File: src/rtl/ssd_display_ctrl.sv
// Two-digit seven-segment sequencing controller: overlay arbitration, sequential
// binary-to-BCD conversion, leading-zero blanking and per-digit blinking.
module ssd_display_ctrl #(
    parameter int HOLD_CYCLES = 25_000_000,
    parameter int BLINK_HALF  = 6_250_000,
    parameter bit LZB         = 1'b1
) (
    input  logic       clk,
    input  logic       rst,
    input  logic [6:0] a_value,
    input  logic       b_valid,
    input  logic [6:0] b_value,
    output logic       b_ready,
    output logic       overlay_active,
    input  logic [1:0] blink_mask,
    output logic       overflow,
    output logic [3:0] first_digit,
    output logic [3:0] second_digit
);

    localparam int HOLD_W  = (HOLD_CYCLES > 1) ? $clog2(HOLD_CYCLES) : 1;
    localparam int BLINK_W = (BLINK_HALF > 1) ? $clog2(BLINK_HALF) : 1;
    localparam logic [HOLD_W-1:0]  HOLD_LOAD  = HOLD_W'(HOLD_CYCLES - 1);
    localparam logic [BLINK_W-1:0] BLINK_LAST = BLINK_W'(BLINK_HALF - 1);
    localparam logic [3:0] BLANK = 4'b1111;

    typedef enum logic [1:0] {
        S_SAMPLE = 2'd0,
        S_DIV    = 2'd1,
        S_COMMIT = 2'd2
    } conv_state_e;

    // Handshake: a request is accepted on a cycle where b_valid & b_ready; the
    // overlay then stays selected for HOLD_CYCLES cycles and b_ready stays low.
    logic              overlay_q, overlay_d;
    logic [HOLD_W-1:0] hold_cnt_q, hold_cnt_d;
    logic [6:0]        b_cap_q, b_cap_d;

    always_comb begin
        overlay_d  = overlay_q;
        hold_cnt_d = hold_cnt_q;
        b_cap_d    = b_cap_q;
        if (overlay_q) begin
            if (hold_cnt_q == '0) begin
                overlay_d = 1'b0;
            end else begin
                hold_cnt_d = hold_cnt_q - 1'b1;
            end
        end else if (b_valid) begin
            b_cap_d    = b_value;
            overlay_d  = 1'b1;
            hold_cnt_d = HOLD_LOAD;
        end
    end

    always_ff @(posedge clk or posedge rst) begin
        if (rst) begin
            overlay_q  <= 1'b0;
            hold_cnt_q <= '0;
            b_cap_q    <= '0;
        end else begin
            overlay_q  <= overlay_d;
            hold_cnt_q <= hold_cnt_d;
            b_cap_q    <= b_cap_d;
        end
    end

    // The source is only looked at in SAMPLE, so in-flight conversions are immune
    // to both value changes and overlay switches.
    conv_state_e state_q;
    logic [6:0]  src;
    logic [6:0]  rem_q;
    logic [3:0]  tens_acc_q;
    logic        ovf_pend_q;
    logic [3:0]  held_tens_q;
    logic [3:0]  held_units_q;
    logic        overflow_q;

    assign src = overlay_q ? b_cap_q : a_value;

    always_ff @(posedge clk or posedge rst) begin
        if (rst) begin
            state_q      <= S_SAMPLE;
            rem_q        <= '0;
            tens_acc_q   <= '0;
            ovf_pend_q   <= 1'b0;
            held_tens_q  <= BLANK;
            held_units_q <= BLANK;
            overflow_q   <= 1'b0;
        end else begin
            case (state_q)
                S_SAMPLE: begin
                    tens_acc_q <= '0;
                    if (src >= 7'd100) begin
                        ovf_pend_q <= 1'b1;
                        state_q    <= S_COMMIT;
                    end else begin
                        rem_q      <= src;
                        ovf_pend_q <= 1'b0;
                        state_q    <= S_DIV;
                    end
                end
                S_DIV: begin
                    if (rem_q >= 7'd10) begin
                        rem_q      <= rem_q - 7'd10;
                        tens_acc_q <= tens_acc_q + 4'd1;
                    end else begin
                        state_q <= S_COMMIT;
                    end
                end
                S_COMMIT: begin
                    if (ovf_pend_q) begin
                        held_tens_q  <= BLANK;
                        held_units_q <= BLANK;
                    end else begin
                        held_tens_q  <= tens_acc_q;
                        held_units_q <= rem_q[3:0];
                    end
                    overflow_q <= ovf_pend_q;
                    state_q    <= S_SAMPLE;
                end
                default: state_q <= S_SAMPLE;
            endcase
        end
    end

    logic [BLINK_W-1:0] blink_cnt_q, blink_cnt_d;
    logic               phase_off_q, phase_off_d;

    always_comb begin
        blink_cnt_d = blink_cnt_q + 1'b1;
        phase_off_d = phase_off_q;
        if (blink_cnt_q == BLINK_LAST) begin
            blink_cnt_d = '0;
            phase_off_d = ~phase_off_q;
        end
    end

    always_ff @(posedge clk or posedge rst) begin
        if (rst) begin
            blink_cnt_q <= '0;
            phase_off_q <= 1'b0;
        end else begin
            blink_cnt_q <= blink_cnt_d;
            phase_off_q <= phase_off_d;
        end
    end

    logic [3:0] first_q, first_d;
    logic [3:0] second_q, second_d;

    always_comb begin
        first_d  = held_tens_q;
        second_d = held_units_q;
        if ((blink_mask[1] && phase_off_q) || (LZB && (held_tens_q == 4'd0)) || overflow_q) begin
            first_d = BLANK;
        end
        if ((blink_mask[0] && phase_off_q) || overflow_q) begin
            second_d = BLANK;
        end
    end

    always_ff @(posedge clk or posedge rst) begin
        if (rst) begin
            first_q  <= BLANK;
            second_q <= BLANK;
        end else begin
            first_q  <= first_d;
            second_q <= second_d;
        end
    end

    assign first_digit    = first_q;
    assign second_digit   = second_q;
    assign overflow       = overflow_q;
    assign overlay_active = overlay_q;
    assign b_ready        = ~overlay_q;

endmodule

File: config.mk
export PLATFORM = sky130hd
export DESIGN_NAME = ssd_display_ctrl
export DESIGN_NICKNAME = d
export VERILOG_FILES = /design/src/rtl/ssd_display_ctrl.sv
export SDC_FILE = /design/constraint.sdc
export NUM_CORES = 1
export LEC_CHECK = 0
export ABC_AREA = 0
export CAP_MARGIN = 20
export CORE_ASPECT_RATIO = 0.8
export CORE_MARGIN = 5
export CORE_UTILIZATION = 42
export DETAILED_ROUTE_END_ITERATION = 6
export GPL_ROUTABILITY_DRIVEN = 0
export PLACE_DENSITY = 0.64
export RECOVER_POWER = 100
export SYNTH_ARGS = -nofsm -noshare
export SYNTH_HDL_FRONTEND = slang
export SYNTH_SLANG_ARGS = --single-unit
export TNS_END_PERCENT = 100
File: constraint.sdc
create_clock -name clk -period 4.8 [get_ports clk]
set_input_delay 0.96 -clock clk [delete_from_list [all_inputs] [get_ports clk]]
set_output_delay 0.96 -clock clk [all_outputs]
set_load 0.1 [all_outputs]
==> results by group, run 1 <==
Critical path
  – Worst R2R Start: hold_cnt_q[4]
  – Critical path, cell by cell: or4_1, nor4_1, o2111ai_1, or4_1, a21oi_1
  – Crit. End Element: flop
  – Crit path launch type: flop
  – R2R cell count: 5
  – Worst path max stage delay: roughly 0.81 ns
  – CP Class: flop to flop
  – Crit Path Max Fanout: 7
  – Worst setup startpoint: hold_cnt_q[4]
  – Crit path capture: hold_cnt_q[23]
  – Slowest-stage cell, CP: nor4_1
  – R2R Path End: hold_cnt_q[23]
  – CP most frequent cell: or4_1
  – Crit path DAT: 3.47 ns
  – WP data required: between 5 and 6 ns
  – Reg-to-reg setup timing slack: approximately 1.6 ns

Route
  – First-pass iteration count of the detailed router: 4
  – Vias: about 3,200
  – Drt total wl: about 8600 um
  – DR WL/cell: 14.3 um
  – Post-detailed-route DRC marker count: 0
  – Vias/cell: 5.35
  – DRT iter0 DRCs: approximately 200
  – DRT antenna net count: 0

STA
  – RSZ-0062 raised after global routing: false
  – Worst hold margin: ~0.48 ns
  – Fin crit share: about two thirds
  – Final setup TNS: 0 ns
  – Slew margin rel.: 10.8%
  – Fmax: between 0.3 and 0.4 GHz
  – Final hold vios: 0
  – Slew @ Worst Pin: between 1 and 1.5 ns
  – Tmin final: between 3 and 4 ns
  – Skew final: between 0.003 and 0.004 ns
  – Final slew viol count: 0
  – Final setup viols: 0

Yosys
  – Syn Nets: 454
  – Synth top area cells: dfrtp_1 42%, dfstp_2 9.9%, nand2_1 5.3%
  – Synth Cell Area: about 0.0043 mm2
  – Distinct cells, synth: 53
  – Mean post-synth cell area: 9.89 um2
  – Number of synthesized flops with an enable pin: 0
  – Main synth FF type: dfrtp_1
  – Async SR Flop Fraction: 100%
  – Register bit total from synthesis: 88
  – Yosys warning total: 0
  – Post-synth top area share: 42.4%
  – Post-synthesis sequential area ratio: a little over half
  – Synth Instances: 430
  – Leading area contributor after synthesis: dfrtp_1

Global route
  – Top Usage Layer GRT: met2
  – Met2 GRT Util: ~22%
  – Initial antenna violation count: 0
  – Remaining Overflow, GRT: 0
  – Met1 usage: 21.9%
  – Vias in the first global route: between 3,000 and 4,000
  – Largest net degree at the start of global routing: 63
  – Met3 usage: 4.17%
  – First-pass GRT wire length: around 15,000 um
  – GRT Util Overall: 15.3%

Power
  – PwrDens: 486 mW/mm2
  – Worst vdd ir: about 0.00038 V
  – Leak: ~2.0 nW

Placed design
  – Placed Instance Area: roughly 0.0047 mm2
  – HPWL Detailed: roughly 6000 um
  – Port bufs: 29
  – Inst Count DP: slightly below 600

CTS
  – Htree depth: 3
  – CTS Buf Count: 9
  – Clock Sink Count: slightly below 90
  – Clock Path Buffers: 2
  – Skew-Pair Late Insertion Delay: between 0.3 and 0.4 ns
  – Reg clk slew, reported paths: 0.06 ns
  – CTS tree: done
  – Post-CTS Setup Repair Bufs: 0
  – Cts hold-fix bufs: 0
  – CTS resizes: 0
  – Clock root buffer: clkbuf_16

Cells and area
  – Final cell count without fillers: 601
  – Final instance area: approximately 0.0049 mm2
  – Antenna cells: 0
  – Area growth syn-to-layout: 16.0%
  – Layout cells sized above 1: 11.4%
  – Final net count: approximately 480
  – Final core utilization: between 50% and 60%

Floorplanning
  – Initial Utilization: 43.5%
  – Die span in x: between 100 and 150 um
  – Die Y: 100 um
  – Die Area: around 0.012 mm2
  – # IOs: 30
  – Standard-cell rows: 32
  – CORE AREA: 0.00977 mm2

Hold path
  – Hold depth: 2
  – Type of the tightest min-delay check: flop to flop

Run
  – Max Cap Violations: 0

Outcome
  – Outcome: completed
[power by group]
group / switching, mW / internal [mW]
combinational: 0.480 / 0.254
sequential: 0.114 / 0.916
clock: 0.281 / 0.350
total: 0.875 / 1.52
[layer usage]
layer  part of all wire (%)  up-vias
met3                    4.2       14
met2                     42       68
met1                     52     1549
met5                      0        -
li1                       -     1586
met4                    1.6        0
[critical path: cells and delay by family, from the launching register on]
family	cells	cell delay (ns)
DFF	1	0.44
AOI/OAI and AO/OA	2	0.63
and+or+nand+nor	3	2.07
[worst min path at each step]
stage                          startpoint               to  slack, ns
after floorplan                b_cap_q[0]       b_cap_q[0]       0.45
after global placement         b_cap_q[1]       b_cap_q[1]       0.46
after detailed placement       b_cap_q[1]       b_cap_q[1]       0.47
after CTS                 held_units_q[3]  held_units_q[3]       0.48
after global routing      held_units_q[3]  held_units_q[3]       0.50
final                     held_units_q[3]  held_units_q[3]       0.48
[cells in the mapped netlist (11+ instances only)]
library cell	n
clkbuf_1	13
dfrtp_1	72
dfstp_2	16
mux2i_1	12
nand2_1	60
nand3_1	26
nor2_1	40
nor3_1	11
nor4_1	12
o21ai_0	23
xor2_1	16
[metrics by stage]
| step | worst slack, ns | power (mW) |
|---|---|---|
| final | 1.59 | 2.40 |
| after global routing | 1.33 | 2.54 |
| after CTS | 1.84 | 2.43 |
| after detailed placement | 2.09 | 1.79 |
| after global placement | 2.11 | 1.78 |
| after floorplan | 1.59 | 1.63 |
[placed cells by master, fill, tap and decap left out, types with 7 or more instances in the layout]
master | netlist | layout
nand4_1 | 7 | 7
a21oi_1 | 9 | 9
or2_2 | 9 | 9
clkdlybuf4s50_1 | 0 | 13
o21ai_0 | 23 | 23
clkbuf_16 | 0 | 9
dlygate4sd3_1 | 0 | 16
xor2_1 | 16 | 16
dfrtp_1 | 72 | 72
nand2b_1 | 9 | 9
nor4_1 | 12 | 13
nand2_1 | 60 | 60
xnor2_1 | 8 | 8
nand3_1 | 26 | 26
or4_1 | 9 | 9
nor3_1 | 11 | 11
dfstp_2 | 16 | 16
nor2_1 | 40 | 40
inv_1 | 9 | 8
mux2i_1 | 12 | 12
[registers in the layout, indices dropped and copies added, names as in the netlist]
name,cells
b_cap_q,7
overlay_active,1
blink_cnt_q,23
hold_cnt_q,25
phase_off_q,1
state_q,2
first_digit,4
rem_q,7
tens_acc_q,4
held_tens_q,4
overflow,1
ovf_pend_q,1
held_units_q,4
second_digit,4
[cells by family after synthesis]
logic type,after synthesis,synth area share (%)
xor+xnor,24,4.94
simple gates,205,24.4
compound gates,66,10.7
mux,16,3.88
buf+inv,26,2.35
fa+ha+maj,5,1.47
flops,88,52.2
[layout make-up]
| class | instances | area, um2 |
|---|---|---|
| fill | 959 | 4840 |
| sequential | 88 | 2220 |
| multi-input combinational | 316 | 1900 |
| timing repair buffer | 36 | 340 |
| clock buffer | 11 | 233 |
| tap | 136 | 170 |
| inverter | 9 | 35.0 |
| clock inverter | 5 | 33.8 |
No activity file was read; power rests on OpenSTA's default activity.
==> inputs of run 2 (changes only) <==
==> constraint.sdc (replaced) <==
create_clock -name clk -period 3 [get_ports clk]
set_input_delay 0.6 -clock clk [delete_from_list [all_inputs] [get_ports clk]]
set_output_delay 0.6 -clock clk [all_outputs]
set_load 0.1 [all_outputs]
==> run 2 against run 1 <==
Effect of this change:
- the flow now finishes with violations (max-capacitance violations, max-slew violations)
- via count grew 0.71%
- die area unchanged
- first-iteration DRC count shrank 13%
- combinational power increased by 55%
- critical endpoint unchanged
==> results by group, run 2 (synthesized netlist as in run 1, its figures left out) <==
Power
  – Pwr Total: approximately 3.9 mW
  – Worst vdd ir: 0.000338 V
  – PwrDens: around 800 mW/mm2
  – Leak: slightly above 2 nW

STA
  – Fin crit share: about 90%
  – Slew margin rel.: -19.6%
  – Skew final: ~0.0075 ns
  – RSZ-0062 raised after global routing: false
  – Fmax: ~0.38 GHz
  – Slew @ Worst Pin: 1.78 ns
  – Final slew viol count: 43
  – Final setup TNS: 0 ns
  – Final setup viols: 0
  – Final hold vios: 0
  – Tmin final: around 2.6 ns

Placed design
  – Port bufs: 29
  – HPWL Detailed: slightly above 6000 um

Route
  – First-pass iteration count of the detailed router: 4
  – DR WL/cell: approximately 14 um
  – DRT iter0 DRCs: approximately 170
  – Vias: approximately 3,200
  – Post-detailed-route DRC marker count: 0
  – Drt total wl: ~8600 um
  – DRT antenna net count: 0
  – Vias/cell: 5.36

Floorplanning
  – Die Y: 100 um
  – Standard-cell rows: 32
  – Die span in x: approximately 120 um
  – # IOs: 30
  – Die Area: about 0.012 mm2
  – CORE AREA: just under 0.01 mm2
  – Initial Utilization: a little over two fifths

Critical path
  – Crit Path Max Fanout: 7
  – Crit path DAT: 2.89 ns
  – CP Class: flop to flop
  – WP data required: around 3.3 ns
  – Crit path launch type: flop
  – Crit. End Element: flop
  – R2R Path End: hold_cnt_q[23]
  – R2R cell count: 5
  – Worst R2R Start: hold_cnt_q[4]
  – Reg-to-reg setup timing slack: 0.36 ns

Global route
  – Initial antenna violation count: 0
  – GRT Util Overall: between 10% and 20%
  – Met3 usage: between 4 and 5%
  – First-pass GRT wire length: ~15,000 um
  – Top Usage Layer GRT: met2
  – Largest net degree at the start of global routing: 44
  – Vias in the first global route: roughly 3,200
  – Met2 GRT Util: a little under a quarter
  – Met1 usage: 21.8%
  – Remaining Overflow, GRT: 0

Hold path
  – Hold depth: 2
  – Hold path endpoint: b_cap_q[1]
  – Hold_sp: b_cap_q[1]
  – Type of the tightest min-delay check: flop to flop

Cells and area
  – Area growth syn-to-layout: 15.5%
  – Largest regs: hold_cnt_q: 25 flops, blink_cnt_q: 23 flops
  – Antenna cells: 0
  – Layout cells sized above 1: roughly an eighth
  – Most frequent cells in the layout: 72 x dfrtp_1, 60 x nand2_1, 40 x nor2_1, 26 x nand3_1, 23 x o21ai_0
  – Max reg flops: 25
  – Biggest register: hold_cnt_q
  – Commonest non-fill, non-tap cell in the layout: dfrtp_1
  – Final net count: approximately 500

Run
  – Max Cap Violations: 1

CTS
  – Clock Path Buffers: 2
  – Post-CTS Setup Repair Bufs: 0
  – CTS Buf Count: 9
  – CTS resizes: 0
  – Clock root buffer: clkbuf_16
  – Htree depth: 3
  – Reg clk slew, reported paths: ~0.06 ns
  – CTS tree: done
  – Skew-Pair Late Insertion Delay: roughly 0.34 ns
  – Clock Sink Count: 88
  – Cts hold-fix bufs: 0

Outcome
  – Outcome: complete, but fails checks
  – Failing checks: max-capacitance violations, max-slew violations
## run 2: changes by cell type in the layout (fill, tap and decap cells not counted)
| cell | delta |
|---|---|
| nor4_4 | +1 |
| clkinv_4 | -1 |
| nor4_1 | -1 |
| inv_6 | +2 |
| clkbuf_1 | +11 |
| inv_4 | +1 |
| clkbuf_2 | +1 |
| clkinv_2 | +1 |
| clkinvlp_4 | -2 |
| dlygate4sd3_1 | -13 |
| clkdlybuf4s50_1 | +2 |
| clkbuf_16 | +1 |
## run 2: worst max-delay path, stage by stage (launching register included)
cell	delay (ns)
dfrtp_1	0.43
or4_1	0.69
nor4_4	0.40
o2111ai_1	0.33
or4_1	0.54
a21oi_1	0.17
## run 2: power breakdown
part | switching, mW | internal [mW] | total, mW
Clock | 0.465 | 0.614 | 1.08
Combinational | 0.774 | 0.362 | 1.14
Sequential | 0.181 | 1.47 | 1.65
Total | 1.42 | 2.44 | 3.86
## run 2: worst max path at each step
stage | start | end | slack [ns] | cells past startpoint
floorplan | rst | b_cap_q[0] | 0.15 | 1
global route | hold_cnt_q[4] | hold_cnt_q[23] | 0.14 | 5
global placement | hold_cnt_q[4] | hold_cnt_q[23] | 0.52 | 5
detailed placement | hold_cnt_q[4] | hold_cnt_q[23] | 0.48 | 5
finish | hold_cnt_q[4] | hold_cnt_q[23] | 0.36 | 5
CTS | hold_cnt_q[4] | hold_cnt_q[23] | 0.44 | 5
## run 2: layout make-up
type	instances	area, um2
Sequential cell	88	2220
Clock inverter	6	38.8
Fill cell	921	4850
Timing Repair Buffer	39	284
Tap cell	136	170
Clock buffer	10	250
Multi-Input combinational cell	316	1910
Inverter	9	35.0
## run 2: per-layer routing
layer	vias to the layer above	wire (um)
met4	0	59
met5	-	0
met3	6	350
met1	1568	4420
li1	1607	-
met2	59	3750
## run 2: through the flow
stage	instances	area [um2]	utilization, %	hold WS, ns	setup WS [ns]
after floorplan	430	4250	-	0.445	0.148
after global placement	588	4710	48.2	0.462	0.518
after detailed placement	588	4710	48.2	0.463	0.476
after CTS	604	5000	51.2	0.484	0.444
after global routing	604	4910	50.3	0.504	0.137
final	604	4910	50.3	0.478	0.360
